### config.mk
export PLATFORM = sky130hd
export DESIGN_NAME = cpu_ctrl_mem
export DESIGN_NICKNAME = d
export VERILOG_FILES = /design/src/rtl/cpu_ctrl_mem.sv
export SDC_FILE = /design/constraint.sdc
export NUM_CORES = 1
export LEC_CHECK = 0
export CORE_AREA = 2 2 60 62
export DETAILED_ROUTE_END_ITERATION = 7
export DIE_AREA = 0 0 62 64
export GPL_ROUTABILITY_DRIVEN = 1
export MAX_ROUTING_LAYER = met4
export PLACE_DENSITY_LB_ADDON = 0.1
export SETUP_SLACK_MARGIN = 0.2
export SYNTH_ARGS = -nofsm -noshare
export SYNTH_HDL_FRONTEND = slang
export SYNTH_SLANG_ARGS = --single-unit
### constraint.sdc
create_clock -name clk -period 2.85 [get_ports clk]
set_input_delay 0.7125 -clock clk [delete_from_list [all_inputs] [get_ports clk]]
set_output_delay 0.7125 -clock clk [all_outputs]
set_load 0.02 [all_outputs]
### src/rtl/cpu_ctrl_mem.sv
// Control FSM for the simple RISC datapath: fetch, PC update, ALU ops, LDR/STR
// with a memory ready handshake, HALT, illegal-opcode and memory-timeout traps.
module cpu_ctrl_mem #(
  parameter int MEM_TIMEOUT = 15,
  parameter int TO_W        = 4
) (
  input  logic       clk,
  input  logic       reset,
  input  logic [2:0] opcode,
  input  logic [1:0] op,
  input  logic       mem_ready,
  output logic [1:0] vsel,
  output logic       write,
  output logic       loada,
  output logic       loadb,
  output logic       loadc,
  output logic       loads,
  output logic       asel,
  output logic       bsel,
  output logic [2:0] nsel,
  output logic       load_ir,
  output logic       load_pc,
  output logic       reset_pc,
  output logic       load_addr,
  output logic       addr_sel,
  output logic [1:0] mem_cmd,
  output logic       halted,
  output logic       err
);

  localparam logic [4:0] S_RST   = 5'd0;
  localparam logic [4:0] S_IF    = 5'd1;
  localparam logic [4:0] S_UPC   = 5'd2;
  localparam logic [4:0] S_DEC   = 5'd3;
  localparam logic [4:0] S_MOVI  = 5'd4;
  localparam logic [4:0] S_GETA  = 5'd5;
  localparam logic [4:0] S_GETB  = 5'd6;
  localparam logic [4:0] S_ALU   = 5'd7;
  localparam logic [4:0] S_CMP   = 5'd8;
  localparam logic [4:0] S_WB    = 5'd9;
  localparam logic [4:0] S_ADR   = 5'd10;
  localparam logic [4:0] S_LADDR = 5'd11;
  localparam logic [4:0] S_MEMRD = 5'd12;
  localparam logic [4:0] S_STRB  = 5'd13;
  localparam logic [4:0] S_STRC  = 5'd14;
  localparam logic [4:0] S_MEMWR = 5'd15;
  localparam logic [4:0] S_HALT  = 5'd16;

  localparam logic [TO_W-1:0] TO_LIMIT = TO_W'(MEM_TIMEOUT);
  localparam logic [TO_W-1:0] TO_MAX   = {TO_W{1'b1}};
  localparam logic            TO_EN    = (MEM_TIMEOUT != 0);

  logic [4:0]      state_r;
  logic [4:0]      next_s;
  logic [TO_W-1:0] to_cnt_r;
  logic            err_r;
  logic            set_err_s;
  logic            wait_s;
  logic            timeout_s;
  logic [4:0]      ir_op_s;
  logic            asel_reg_mov_s;

  assign ir_op_s        = {opcode, op};
  assign asel_reg_mov_s = (ir_op_s == 5'b11000) || (ir_op_s == 5'b10111);
  assign wait_s         = (state_r == S_IF) || (state_r == S_MEMRD) || (state_r == S_MEMWR);
  // A ready on the limit cycle wins, so the trap also requires mem_ready low.
  assign timeout_s      = TO_EN && (to_cnt_r == TO_LIMIT) && !mem_ready;

  // Next-state and trap decision.
  always_comb begin
    next_s    = state_r;
    set_err_s = 1'b0;
    case (state_r)
      S_RST:   next_s = S_IF;
      S_IF, S_MEMRD, S_MEMWR: begin
        if (mem_ready) begin
          next_s = (state_r == S_IF) ? S_UPC : S_IF;
        end else if (timeout_s) begin
          next_s    = S_HALT;
          set_err_s = 1'b1;
        end else begin
          next_s = state_r;
        end
      end
      S_UPC:   next_s = S_DEC;
      S_DEC: begin
        case (ir_op_s)
          5'b11010:                     next_s = S_MOVI;
          5'b11000, 5'b10111:           next_s = S_GETB;
          5'b10100, 5'b10101, 5'b10110,
          5'b01100, 5'b10000:           next_s = S_GETA;
          5'b11100:                     next_s = S_HALT;
          default: begin
            next_s    = S_HALT;
            set_err_s = 1'b1;
          end
        endcase
      end
      S_GETA:  next_s = (opcode == 3'b101) ? S_GETB : S_ADR;
      S_GETB:  next_s = (ir_op_s == 5'b10101) ? S_CMP : S_ALU;
      S_ALU:   next_s = S_WB;
      S_CMP:   next_s = S_IF;
      S_WB:    next_s = S_IF;
      S_MOVI:  next_s = S_IF;
      S_ADR:   next_s = S_LADDR;
      S_LADDR: next_s = (opcode == 3'b011) ? S_MEMRD : S_STRB;
      S_STRB:  next_s = S_STRC;
      S_STRC:  next_s = S_MEMWR;
      S_HALT:  next_s = S_HALT;
      default: begin
        next_s    = S_HALT;
        set_err_s = 1'b1;
      end
    endcase
  end

  // State register and sticky error flag.
  always_ff @(posedge clk) begin
    if (reset) begin
      state_r <= S_RST;
      err_r   <= 1'b0;
    end else begin
      state_r <= next_s;
      err_r   <= err_r | set_err_s;
    end
  end

  // Memory-wait counter: restarts on every state change, saturates while stalled.
  always_ff @(posedge clk) begin
    if (reset) begin
      to_cnt_r <= {TO_W{1'b0}};
    end else if (next_s != state_r) begin
      to_cnt_r <= {TO_W{1'b0}};
    end else if (wait_s && !mem_ready && (to_cnt_r != TO_MAX)) begin
      to_cnt_r <= to_cnt_r + TO_W'(1'b1);
    end else begin
      to_cnt_r <= to_cnt_r;
    end
  end

  // Moore output decode; load_ir and write additionally gated by mem_ready.
  always_comb begin
    vsel      = 2'b00;
    write     = 1'b0;
    loada     = 1'b0;
    loadb     = 1'b0;
    loadc     = 1'b0;
    loads     = 1'b0;
    asel      = 1'b0;
    bsel      = 1'b0;
    nsel      = 3'b000;
    load_ir   = 1'b0;
    load_pc   = 1'b0;
    reset_pc  = 1'b0;
    load_addr = 1'b0;
    addr_sel  = 1'b0;
    mem_cmd   = 2'b00;
    halted    = 1'b0;
    case (state_r)
      S_RST: begin
        reset_pc = 1'b1;
        load_pc  = 1'b1;
      end
      S_IF: begin
        addr_sel = 1'b1;
        mem_cmd  = 2'b01;
        load_ir  = mem_ready;
      end
      S_UPC:   load_pc = 1'b1;
      S_DEC:   vsel    = 2'b00;
      S_MOVI: begin
        vsel  = 2'b10;
        write = 1'b1;
        nsel  = 3'b100;
      end
      S_GETA: begin
        loada = 1'b1;
        nsel  = 3'b100;
      end
      S_GETB: begin
        loadb = 1'b1;
        nsel  = 3'b001;
      end
      S_ALU: begin
        loadc = 1'b1;
        asel  = asel_reg_mov_s;
      end
      S_CMP:   loads = 1'b1;
      S_WB: begin
        write = 1'b1;
        nsel  = 3'b010;
      end
      S_ADR: begin
        bsel  = 1'b1;
        loadc = 1'b1;
      end
      S_LADDR: load_addr = 1'b1;
      S_MEMRD: begin
        mem_cmd = 2'b01;
        vsel    = 2'b11;
        nsel    = 3'b010;
        write   = mem_ready;
      end
      S_STRB: begin
        loadb = 1'b1;
        nsel  = 3'b010;
      end
      S_STRC: begin
        asel  = 1'b1;
        loadc = 1'b1;
      end
      S_MEMWR: mem_cmd = 2'b10;
      S_HALT:  halted  = 1'b1;
      default: halted  = 1'b1;
    endcase
  end

  assign err = err_r;

endmodule

After elaboration in Yosys (flattened, before gate mapping) --
Index checks and enable logic that the tools add are counted.
Storage, ports and cells: register bits after elaboration 10, output and inout bits 21, logic and storage cells 86
Operators by class: add/sub/neg operators 1, equality and inequality tests 30, multiplexer cells 28, bitwise logic cells 1, reduce and logical (&&, ||, !) cells 23
Operators by type and width (number):
- one-hot mux 5 bit (11 select lines) | 1
- == test 5 x 4 -> 1 bit (second input constant) | 9
- == test 5 bit (second input constant) | 9
- == test 5 x 3 -> 1 bit (second input constant) | 4
- OR reduction 16 bit | 1
- two-way mux 1 bit | 15
- one-hot mux 5 bit (3 select lines) | 1
- OR reduction 2 bit | 7
- OR reduction 13 bit | 1
- == test 5 x 2 -> 1 bit (second input constant) | 2
- two-way mux 5 bit | 2
- one-hot mux 3 bit (3 select lines) | 1
- OR reduction 3 bit | 3
- OR reduction 9 bit | 1
- two-way mux 4 bit | 2
- one-hot mux 2 bit (2 select lines) | 2
- == test 5 x 1 -> 1 bit (second input constant) | 1
- logical NOT 5 bit | 1
- inequality test 5 bit | 1
- OR reduction 5 bit | 1
- adder 4 x 1 -> 4 bit (second input constant) | 1
- == test 4 bit (second input constant) | 1
- inequality test 4 bit (second input constant) | 1
- one-hot mux 1 bit (2 select lines) | 2
- 9 further kinds | 13

Depth between registers and ports, before layout --
Gate-level depths: netlist (run 1).
depth in word-level cells 7, depth in mapped cells 8, gate-level depth less buffers 7

Least setup slack after synthesis (run 1) --
OpenSTA, ideal clock, no wires.
path kind input to output, from input port opcode[0], to output port asel, data arrival time 1894 ps, data required time 2138 ps, slack 243 ps, stages 5, path buffers 1, cell sequence clkbuf_2 nand2b_1 o31ai_1 nand4_1 a21oi_1
Between the ends: cells in the longest elaborated chain, start to end 3
RTL lines:
- start: declaration | RTL line 9 | input logic [2:0] opcode,
- == test 5 bit | RTL line 64 | assign asel_reg_mov_s = (ir_op_s == 5'b11000) || (ir_op_s == 5'b10111);
- logical OR 1 bit (*) | RTL line 64
- one-hot mux 1 bit (2 select lines) (*) | RTL line 159 | case (state_r)
- end: declaration | RTL line 18 | output logic asel,
Every way passes the cells marked *; elsewhere a longest branch is shown, timed or not.

Final worst setup path (run 1) --
from input port mem_ready, to output port load_ir
Between the ends: cells in the longest elaborated chain, start to end 1
RTL lines:
- start: declaration | RTL line 11 | input logic mem_ready,
- two-way mux 1 bit | RTL line 159
- end: declaration | RTL line 21 | output logic load_ir,
Every way passes these cells.

==> impl_metrics.env, run 1 <==
export IMPL_maxSlewHeadroom_pct=74.05
export IMPL_gr_usage_met3_pct=1.619
export IMPL_area_growth_pct=39.14
export IMPL_leakagePower_nw=0.8102
export IMPL_cp_end_kind="primary output"
export IMPL_final_util_pct=54.17
export IMPL_drt_iter0_markers=110
export IMPL_path_cells="clkdlybuf4s50_1, buf_4, and2_1, dlygate4sd2_1"
export IMPL_grtUsageMet2_pct=33.46
export IMPL_critPathRequiredTime_ps=2140
export IMPL_antenna_found_initial=0
export IMPL_grt_ovfl_total=0
export IMPL_worstMarginPinSlew_ps=389.2
export IMPL_fin_ws_ps=263.1
export IMPL_p_comb_share_pct=47.2
export IMPL_slowest_delay_ps=520
export IMPL_path_max_fanout=6
export IMPL_synth_edf_count=0
export IMPL_dp_hpwl_mm=2.940
export IMPL_fill_cells=332
export IMPL_yosys_warnings=0
export IMPL_fmax_mhz=386.6
export IMPL_clkLatencyLatePin_ps=260
export IMPL_ys_top_cells_by_area="dfxtp_1, nor2_1, nor3_1"
export IMPL_use_met1_pct=29.57
export IMPL_diodes=0
export IMPL_grt_busiest_layer="met2"
export IMPL_synth_flop_cell="dfxtp_1"
export IMPL_syn_avg_cell_area_um2=7.611
export IMPL_finalHoldViolCount=0
export IMPL_globalplace_congestion=0.9171
export IMPL_finalCritPeriodShare_pct=90.77
export IMPL_status="complete, no violations"
export IMPL_rows=21
export IMPL_hold_slack_ps=563.6
export IMPL_antenna_violating_nets_post_route=0
export IMPL_synth_area_um2=1279
export IMPL_pwr_share_clk_pct=19.9
export IMPL_syn_num_nets=177
export IMPL_setup_tns_ps=0
export IMPL_firstDrtPassIters=4
export IMPL_ios=29
export IMPL_final_max_slew_viol_count=0
export IMPL_synth_top_area_share_pct=15.66
export IMPL_clockBufferDepth=2
export IMPL_fp_dieH_um=64
export IMPL_htreeDepth=1
export IMPL_avgRoutedWirePerCell_um=14.96
export IMPL_grt_start_max_net_pins=17
export IMPL_skew_ps=2.190
export IMPL_start_util_pct=38.93
export IMPL_min_period_ps=2587
export IMPL_p_sw_mw=0.1745
export IMPL_swShare_pct=36.28
export IMPL_layout_nets=217
export IMPL_grt_pass1_vias=1371
export IMPL_cts_tree="yes"
export IMPL_rsz0062_at_grt="no"
export IMPL_synth_cells=168
export IMPL_die_area_um2=3968
export IMPL_setup_violations_final=0
export IMPL_wl_mm=3.769
export IMPL_yosysTopAreaCell="dfxtp_1"
export IMPL_crit_family="buffers and inverters"
export IMPL_drv_cap=0
export IMPL_peakVddDrop_uv=229.4
export IMPL_arrival_ps=1870
export IMPL_ys_seq_elements=10
export IMPL_start_kind="primary input"
export IMPL_synth_cell_type_count=58
export IMPL_grt_pass1_wl_mm=6.451
export IMPL_cts_buffers=3
export IMPL_internal_power_mw=0.3065
export IMPL_cts_clk_slew_worst_paths_ps=60
export IMPL_netlist_top_cells_count="nor2_1, nor3_1, dfxtp_1, a21oi_1, nand2_1"
export IMPL_port_buffers=28
export IMPL_vias=1445
export IMPL_preCtsSetupSlack_ps=-406.3
export IMPL_design_area_um2=1779
export IMPL_slowest_stage="clkdlybuf4s50_1"
export IMPL_cts_root_buf="clkbuf_4"
export IMPL_seq_area_frac_synth_pct=15.66
export IMPL_grt_use_total_pct=21.20
export IMPL_cts_sinks=10
export IMPL_place_area_um2=1695
export IMPL_die_w_um=62
export IMPL_worstSetupPathType="primary input to primary output"
export IMPL_p_seq_share_pct=32.9
export IMPL_synthArstFlopShare_pct=0
export IMPL_cts_hold_buf=0
export IMPL_powerDensity_nw_per_um2=270.4
export IMPL_hp_class="register to register"
export IMPL_via_per_inst=5.734
export IMPL_synth_most_common_cell="nor2_1"
export IMPL_path_buf_inv=3
export IMPL_drive_above_1_share_pct=26.70
export IMPL_core_area_um2=3284
export IMPL_drc=0
-- repair_timing --
item                       4_1_cts  5_1_grt
setup endpoints to repair       16       16
gates resized for setup         17       19
pin swaps                        1        2
setup buffers                    0        1
-- worst reg2reg max path: stages, from the launching register on --
cell and delay, ps:
dfxtp_2 390, buf_4 200, or4b_4 570, a31o_4 290, nor3_1 310, a31oi_1 80, buf_4 170, o211ai_1 80
nor4_1 60
-- cell usage in the layout, fill, tap and decap left out, types with 6 or more instances in the layout --
cell type,netlist,routed
buf_4,1,20
nor2_1,16,15
nor3_1,11,11
clkdlybuf4s50_1,0,11
dlymetal6s2s_1,0,11
a21oi_1,9,9
nand2_1,8,8
nor4_1,7,7
o21ai_0,6,6
-- power groups by stage --
stage / combinational, mW / clock [mW] / sequential, mW
6_report: 0.227 / 0.0958 / 0.158
2_1_floorplan: 0.145 / 0 / 0.153
4_1_cts: 0.224 / 0.0972 / 0.158
3_3_place_gp: 0.223 / 0 / 0.161
3_5_place_dp: 0.225 / 0 / 0.160
5_1_grt: 0.245 / 0.106 / 0.159
-- layout make-up --
type	instances	area (um2)	area share, %
Inverter	5	18.77	1.055
Tap cell	46	57.56	3.235
Multi-Input combinational cell	139	1002	56.33
Clock buffer	3	22.52	1.266
Sequential cell	10	209.0	11.74
Timing Repair Buffer	49	469.2	26.37
-- registers in the layout (all words and copies together) (netlist names) --
name and count:
err 1, to_cnt_r 4, state_r 5
-- worst paths after layout --
path	from	end	slack, ps	depth (start not counted)
worst max register to register	state_r[1]	to_cnt_r[2]	590	8
worst min register to register	err	err	560	2
worst max-delay path	mem_ready	load_ir	260	4
worst min-delay path	err	err	560	2
-- stage by stage --
step | cells | total power, mW
finish | 252 | 0.4811
CTS | 251 | 0.4797
detailed placement | 248 | 0.3852
global placement | 248 | 0.3841
floorplan | 168 | 0.2986
global route | 252 | 0.5102
-- layer usage --
layer	vias to the layer above	routed length, um	part of all wire (%)
li1	713	-	-
met1	690	1738	46
met2	37	1851	49
met3	5	154	4.1
met4	0	25	0.66
met5	-	0	0
-- cells by family after synthesis --
group	Yosys count	synth area share, %
AOI/OAI and AO/OA	45	30.14
xor gates and xnor gates	3	2.055
buffers and inverters	19	8.023
and+or+nand+nor	87	40.71
muxes	3	2.446
adders and majority gates	1	0.9783
DFF	10	15.66
Note: power is estimated with default switching activity, not from simulation.
==> run 2, diff against run 1 <==
--- a/config.mk
+++ b/config.mk
@@ -10,8 +10,9 @@
 export DIE_AREA = 0 0 62 64
 export GPL_ROUTABILITY_DRIVEN = 1
 export MAX_ROUTING_LAYER = met4
-export PLACE_DENSITY_LB_ADDON = 0.1
+export PLACE_DENSITY = 0.68
 export SETUP_SLACK_MARGIN = 0.2
+export SLEW_MARGIN = 20
 export SYNTH_ARGS = -nofsm -noshare
 export SYNTH_HDL_FRONTEND = slang
 export SYNTH_SLANG_ARGS = --single-unit
==> impl_metrics.env, run 2 (synthesized netlist as in run 1, its figures left out) <==
export IMPL_crit_start="state_r[3]"
export IMPL_antenna_violating_nets_post_route=0
export IMPL_final_max_slew_viol_count=0
export IMPL_layout_nets=221
export IMPL_top_register="state_r"
export IMPL_finalCritPeriodShare_pct=91.17
export IMPL_design_area_um2=1789
export IMPL_start_kind="register"
export IMPL_r2r_start="state_r[2]"
export IMPL_fmax_mhz=384.9
export IMPL_ios=29
export IMPL_die_w_um=62
export IMPL_largest_register_ffs=5
export IMPL_hp_class="register to register"
export IMPL_final_util_pct=54.48
export IMPL_die_area_um2=3968
export IMPL_clockBufferDepth=2
export IMPL_wl_mm=3.901
export IMPL_fp_dieH_um=64
export IMPL_r2r_cells=9
export IMPL_htreeDepth=1
export IMPL_arrival_ps=1890
export IMPL_final_cell_mix="buf_4, nor2_1, nor3_1"
export IMPL_fin_ws_ps=251.8
export IMPL_port_buffers=28
export IMPL_cts_sinks=10
export IMPL_powerDensity_nw_per_um2=286.8
export IMPL_diodes=0
export IMPL_maxSlewHeadroom_pct=71.46
export IMPL_grt_ovfl_total=0
export IMPL_avgRoutedWirePerCell_um=15.18
export IMPL_worstSetupPathType="register to primary output"
export IMPL_peakVddDrop_uv=179.0
export IMPL_grt_start_max_net_pins=16
export IMPL_preCtsSetupSlack_ps=-450.3
export IMPL_hold_depth=2
export IMPL_drt_iter0_markers=93
export IMPL_core_area_um2=3284
export IMPL_status="complete, no violations"
export IMPL_clkLatencyLatePin_ps=270
export IMPL_leakagePower_nw=0.8227
export IMPL_drc=0
export IMPL_critPathRequiredTime_ps=2140
export IMPL_drv_cap=0
export IMPL_cts_clk_slew_worst_paths_ps=70
export IMPL_fill_cells=324
export IMPL_finalHoldViolCount=0
export IMPL_area_growth_pct=39.92
export IMPL_layout_commonest_cell="buf_4"
export IMPL_vias=1451
export IMPL_cts_root_buf="clkbuf_4"
export IMPL_cts_hold_buf=0
export IMPL_setup_violations_final=0
export IMPL_firstDrtPassIters=4
export IMPL_min_period_ps=2598
export IMPL_drive_above_1_share_pct=26.07
export IMPL_place_area_um2=1705
export IMPL_hold_path_end="err"
export IMPL_dp_hpwl_mm=3.039
export IMPL_globalplace_congestion=0.9091
export IMPL_grt_use_total_pct=21.38
export IMPL_rsz0062_at_grt="yes"
export IMPL_skew_ps=5.799
export IMPL_cts_buffers=3
export IMPL_start_util_pct=38.93
export IMPL_path_max_fanout=6
export IMPL_r2r_setup_slack_ps=520
export IMPL_hp_start="err"
export IMPL_worstMarginPinSlew_ps=427.1
export IMPL_cp_end_kind="primary output"
export IMPL_rr_endpoint="to_cnt_r[2]"
export IMPL_cts_tree="yes"
export IMPL_grt_pass1_wl_mm=6.479
export IMPL_antenna_found_initial=0
export IMPL_via_per_inst=5.646
export IMPL_rows=21
export IMPL_grt_pass1_vias=1418
[run 2: changes by cell type in the layout (fill, tap and decap cells not counted), moves of 2 or more]
cell           change
dfxtp_1            +3
dfxtp_2            -2
dlygate4sd2_1      +2
buf_4              +5
[run 2: layer usage]
| metal | track usage (%) | share of wire (%) |
|---|---|---|
| met1 | 26.69 | 44 |
| met2 | 35.29 | 51 |
| met4 | 6.117 | 0.92 |
| met5 | - | 0 |
| met3 | 2.632 | 3.6 |
[run 2: layout make-up]
type,count,area (um2),share of cell area [%]
multi-input cells,139,992.2,55.45
well taps,46,57.56,3.217
flip-flops and latches,10,202.7,11.33
repair buffers,53,481.7,26.92
inverters,5,18.77,1.049
clock buffers,4,36.28,2.028
[run 2: critical path: stages, from the launching register on]
cell and delay, ps:
dfxtp_1 370, or3_4 420, nor3_1 180, clkdlybuf4s50_1 650
[run 2: power breakdown]
part	total, mW	switching (mW)	internal [mW]
clock	0.132	0.0540	0.0776
sequential	0.153	0.00868	0.145
combinational	0.228	0.118	0.110
[run 2: worst max-delay path by stage]
| stage | slack (ps) | cells after the start | to |
|---|---|---|---|
| detailed placement | -450 | 6 | asel |
| global route | 170 | 8 | to_cnt_r[3] |
| CTS | -20 | 6 | asel |
| global placement | -350 | 6 | asel |
| finish | 250 | 3 | reset_pc |
| floorplan | 240 | 5 | asel |
[run 2: what timing repair did]
item                                    4_1_cts  5_1_grt
gates resized for setup                      14       17
setup buffers                                 0        2
endpoints found under the setup margin       12       12
pin swaps                                     4        4
[run 2: stage by stage]
stage          total power, mW  hold WS (ps)  setup TNS [ps]  cells
2_1_floorplan           0.2986         562.0               0    168
3_3_place_gp            0.3764         545.1          -488.7    251
3_5_place_dp            0.3808         544.6          -757.3    251
5_1_grt                 0.5399         632.6               0    257
6_report                0.5131         554.0               0    257
4_1_cts                 0.5091         569.5          -24.43    255
